`src/rtl/cache_sa_lru_model_lru_rank.sv`:
```
// True-LRU rank update for one set: touching a way promotes it to MRU (ASSOC-1)
// and closes the gap it leaves. Also reports the rank-0 (least recent) way.
module cache_lru_rank #(
    parameter int ASSOC = 4,
    parameter int WAY_W = 2
) (
    input  logic [ASSOC-1:0][WAY_W-1:0] rank_in,
    input  logic [WAY_W-1:0]            touch_way,
    output logic [ASSOC-1:0][WAY_W-1:0] rank_out,
    output logic [WAY_W-1:0]            victim
);

    logic [WAY_W-1:0] touch_rank;

    // Promote the touched way; ways ranked above it slide down by one.
    always_comb begin
        touch_rank = '0;
        for (int w = 0; w < ASSOC; w++)
            if (WAY_W'(w) == touch_way) touch_rank = rank_in[w];
        rank_out = rank_in;
        for (int w = 0; w < ASSOC; w++) begin
            if (WAY_W'(w) == touch_way)       rank_out[w] = WAY_W'(ASSOC - 1);
            else if (rank_in[w] > touch_rank) rank_out[w] = rank_in[w] - 1'b1;
        end
    end

    // Ranks form a permutation, so exactly one way holds rank 0.
    always_comb begin
        victim = '0;
        for (int w = 0; w < ASSOC; w++)
            if (rank_in[w] == '0) victim = WAY_W'(w);
    end

endmodule

```
`config.mk`:
```
export PLATFORM = sky130hd
export DESIGN_NAME = cache_lru_rank
export DESIGN_NICKNAME = d
export VERILOG_FILES = /design/src/rtl/cache_sa_lru_model_lru_rank.sv
export SDC_FILE = /design/constraint.sdc
export NUM_CORES = 1
export LEC_CHECK = 0
export ABC_AREA = 1
export ABC_CLOCK_PERIOD_IN_PS = 1200
export CAP_MARGIN = 40
export CORE_AREA = 3 3 40 42
export DETAILED_ROUTE_END_ITERATION = 6
export DIE_AREA = 0 0 43 45
export DONT_BUFFER_PORTS = 1
export PLACE_DENSITY = 0.63
export SYNTH_ARGS = -nofsm -noshare
export SYNTH_HDL_FRONTEND = slang
export SYNTH_SLANG_ARGS = --single-unit
```
`constraint.sdc`:
```
create_clock -name vclk -period 1.2
set_input_delay 0.18 -clock vclk [all_inputs]
set_output_delay 0.18 -clock vclk [all_outputs]
set_load 0.05 [all_outputs]
```
# After elaboration in Yosys (flattened, before gate mapping)
# Index checks and enable logic that the tools add are counted.
# word_totals
mem_bits_ro	0
register_bits	0
latch_bits	0
ram_bits	0
input_bits	10
mem_count	0
word_cells	30
# classes
n_eq_ne	3
n_bitwise	0
n_div	0
n_shift	0
addsub	4
n_mux	15
magnitude_cmp	4
n_reduce_logical	4
n_mul	0
# ops
operator	n
$mux 2	14
$gt 2x2->1	4
$logic_not 2->1	4
$sub 2x1->2 const B	4
$eq 2x2->1 const A	2
$eq 1x2->1 const A	1
$mux 1	1

# Depth between registers and ports, before layout
# logic_depth
word_depth	8
ltp_mapped	11
ltp_nobuf	11

# Least setup slack after synthesis
# No wires, ideal clock.
# synth_path
path_kind	input to output
from	input port rank_in[4] (netlist name)
to	output port rank_out[0] (netlist name)
arrival_time_ns	1.451
required_time_ns	1.020
cell_stages	9
slack_ns	-0.431
path_cell_list	inv_1 -> o21ai_0 -> nand3_1 -> o21ai_1 -> ha_1 -> nand2_1 -> nand2_1 -> nand2_1 -> nand3_1
# synth_lines
element	line	text
start, declared	7	input logic [ASSOC-1:0][WAY_W-1:0] rank_in,
end, declared	9	output logic [ASSOC-1:0][WAY_W-1:0] rank_out,

==> flow_metrics.env <==
export IMPL_dp_worst_setup_slack_ns=-0.4120
export IMPL_syn_area_per_cell_um2=5.094
export IMPL_wl_per_cell_um=12.23
export IMPL_dpl_cell_area_um2=758.2
export IMPL_die_x_um=43
export IMPL_worst_setup_path_end_kind="primary output"
export IMPL_pwr_share_seq_pct=0
export IMPL_vias=644
export IMPL_p_sw_share_pct=65.34
export IMPL_p_sw_mw=0.4827
export IMPL_grt_pass1_wl_um=2594
export IMPL_antenna_found_initial=0
export IMPL_setup_slack_ns=-0.3344
export IMPL_drtIter0Drc=3
export IMPL_seq_area_um2=0
export IMPL_grt_pass1_vias=657
export IMPL_required_ns=1.02
export IMPL_wl_um=1566
export IMPL_crit_chain="nor2_4 > nand2_2 > nand2_2 > a21oi_4 > buf_12 > ha_4 > nand2_2 > nand2_2 > nand2_2 > nand2_2 > nand3_4"
export IMPL_grt_util_met1_pct=20.48
export IMPL_vias_per_cell=5.031
export IMPL_holdCritStartpoint="rank_in[1]"
export IMPL_min_path_type="input port to primary output"
export IMPL_finalCriticalPeriod_ns=1.534
export IMPL_p_clk_share_pct=0
export IMPL_met3_usage_pct=0.7968
export IMPL_rows=13
export IMPL_grt_busiest_layer="met2"
export IMPL_synth_adder_area_share_pct=27.57
export IMPL_power_total_mw=0.7388
export IMPL_critPathLaunchType="input port"
export IMPL_drtAntennaViolNets=0
export IMPL_synth_compound_area_share_pct=4.762
export IMPL_netlist_area_um2=499.2
export IMPL_finalInstanceArea_um2=968.4
export IMPL_max_freq_ghz=0.6517
export IMPL_yosysWarnings=0
export IMPL_synth_distinct_cells=10
export IMPL_synth_top_family_by_area="simple AND/OR/NAND/NOR gates"
export IMPL_synthMuxAreaShare_pct=0
export IMPL_path_class="input port to primary output"
export IMPL_arrival_ns=1.35
export IMPL_outcome="finished with violations"
export IMPL_tightest_slew_ns=0.1985
export IMPL_die_area_um2=1935
export IMPL_critical_path_max_stage_delay_ns=0.27
export IMPL_synthXorXnorAreaFrac_pct=0
export IMPL_maxSlewHeadroom_pct=86.77
export IMPL_drive_gt1_share_pct=60.18
export IMPL_power_internal_mw=0.2561
export IMPL_drtPass1Iterations=2
export IMPL_drc=0
export IMPL_p_leak_nw=0.4989
export IMPL_nets=136
export IMPL_path_buf_inv=1
export IMPL_pwr_share_comb_pct=100.0
export IMPL_place_gp_congestion=0.7382
export IMPL_syn_num_nets=119
export IMPL_drv_slew=0
export IMPL_n_sequential_cell=0
export IMPL_drv_cap=0
export IMPL_rsz0062_at_grt="true"
export IMPL_yosys_area_share_simple_pct=48.12
export IMPL_cpMostUsedCell="nand2_2"
export IMPL_grt_ovfl_total=0
export IMPL_portBuffers=0
export IMPL_grtUsageTotal_pct=16.50
export IMPL_grt_max_degree=7
export IMPL_final_setup_viol_count=8
export IMPL_ir_worst_vdd_uv=373.4
export IMPL_hold_depth=2
export IMPL_slowest_stage="ha_4"
export IMPL_io_pins=20
export IMPL_syn_inst=98
export IMPL_hold_path_end="rank_out[1]"
export IMPL_finalHoldViolCount=0
export IMPL_min_period_over_period_pct=127.9
export IMPL_gr_usage_met2_pct=33.23
export IMPL_initial_core_util_pct=38.85
export IMPL_failed_checks="setup timing"
export IMPL_synth_seq_area_share_pct=0
export IMPL_hpwl_um=1084
export IMPL_powerDensity_nw_per_um2=762.9
export IMPL_n_clock_buffer=0
export IMPL_core_um2=1285
export IMPL_cp_max_fo=6
export IMPL_die_h_um=45
export IMPL_cpLargestDelayFamily="simple AND/OR/NAND/NOR gates"
export IMPL_syn_to_final_growth_pct=93.98
export IMPL_diodes=0
cell type report:
type / instances / area [um^2]
Fill cell: 93 / 316.6
Inverter: 26 / 115.1
Multi-Input combinational cell: 72 / 696.9
Tap cell: 15 / 18.77
Timing Repair Buffer: 15 / 137.6
stage by stage:
stage / setup TNS [ns] / hold slack, ns / util [%] / cells
2_1_floorplan: -1.766 / 0.5426 / - / 98
3_3_place_gp: -2.978 / 0.5465 / 59.01 / 125
3_5_place_dp: -3.154 / 0.5494 / 59.01 / 125
4_1_cts: -2.353 / 0.5449 / 71.08 / 127
5_1_grt: -3.065 / 0.5391 / 75.37 / 128
6_report: -2.543 / 0.5310 / 75.37 / 128
metal layers:
metal | up-vias | wire, um | part of all wire, %
li1 | 332 | - | -
met1 | 298 | 595 | 38
met2 | 14 | 886 | 57
met3 | 0 | 84 | 5.4
met4 | 0 | 0 | 0
met5 | - | 0 | 0
kinds of logic after synthesis:
logic type | Yosys count
compound gates | 4
simple gates | 57
fa+ha+maj | 11
buf+inv | 26
synthesized netlist by cell type (all sizes together):
| cell type | number | area, um^2 |
|---|---|---|
| a21oi | 1 | 8.760 |
| ha | 11 | 137.6 |
| inv | 26 | 97.60 |
| nand2 | 36 | 135.1 |
| nand3 | 17 | 85.08 |
| nor2 | 4 | 20.02 |
| o21ai | 3 | 15.01 |
how the worst max path moves through the flow:
stage / cells after the start / start / slack, ns / to
floorplan: 9 / touch_way[1] / -0.24 / rank_out[0]
global placement: 10 / touch_way[1] / -0.39 / rank_out[2]
detailed placement: 10 / touch_way[1] / -0.41 / rank_out[6]
CTS: 12 / touch_way[0] / -0.31 / rank_out[0]
global route: 12 / touch_way[0] / -0.41 / rank_out[7]
finish: 11 / touch_way[1] / -0.33 / rank_out[7]
power groups by stage:
stage / clock network, mW / logic, mW / registers, mW
final: 0 / 0.739 / 0
after CTS: 0 / 0.684 / 0
after detailed placement: 0 / 0.588 / 0
after floorplan: 0 / 0.503 / 0
after global routing: 0 / 0.796 / 0
after global placement: 0 / 0.580 / 0
cells in the final DEF, fill, tap and decap left out:
cell     netlist  routed
a21oi_4        0       1
buf_12         0       2
buf_4          0      13
ha_1          11       7
ha_4           0       4
inv_1         24      23
inv_12         0       1
inv_2          2       1
inv_6          0       1
nand2_1       36       8
nand2_2        0      22
nand2_4        0       6
nand3_1       17       6
nand3_2        0       3
nand3_4        0       8
nor2_2         2       2
nor2_4         0       2
o21ai_1        1       1
o21ai_2        0       2
repair_timing:
item                       in CTS  in global routing
resized for setup              29                 14
setup endpoints to repair       8                  8
buffers inserted                2                  1
pin swaps                      18                 14
hold buffers                    0                  0
(Power assumes the default switching activity.)
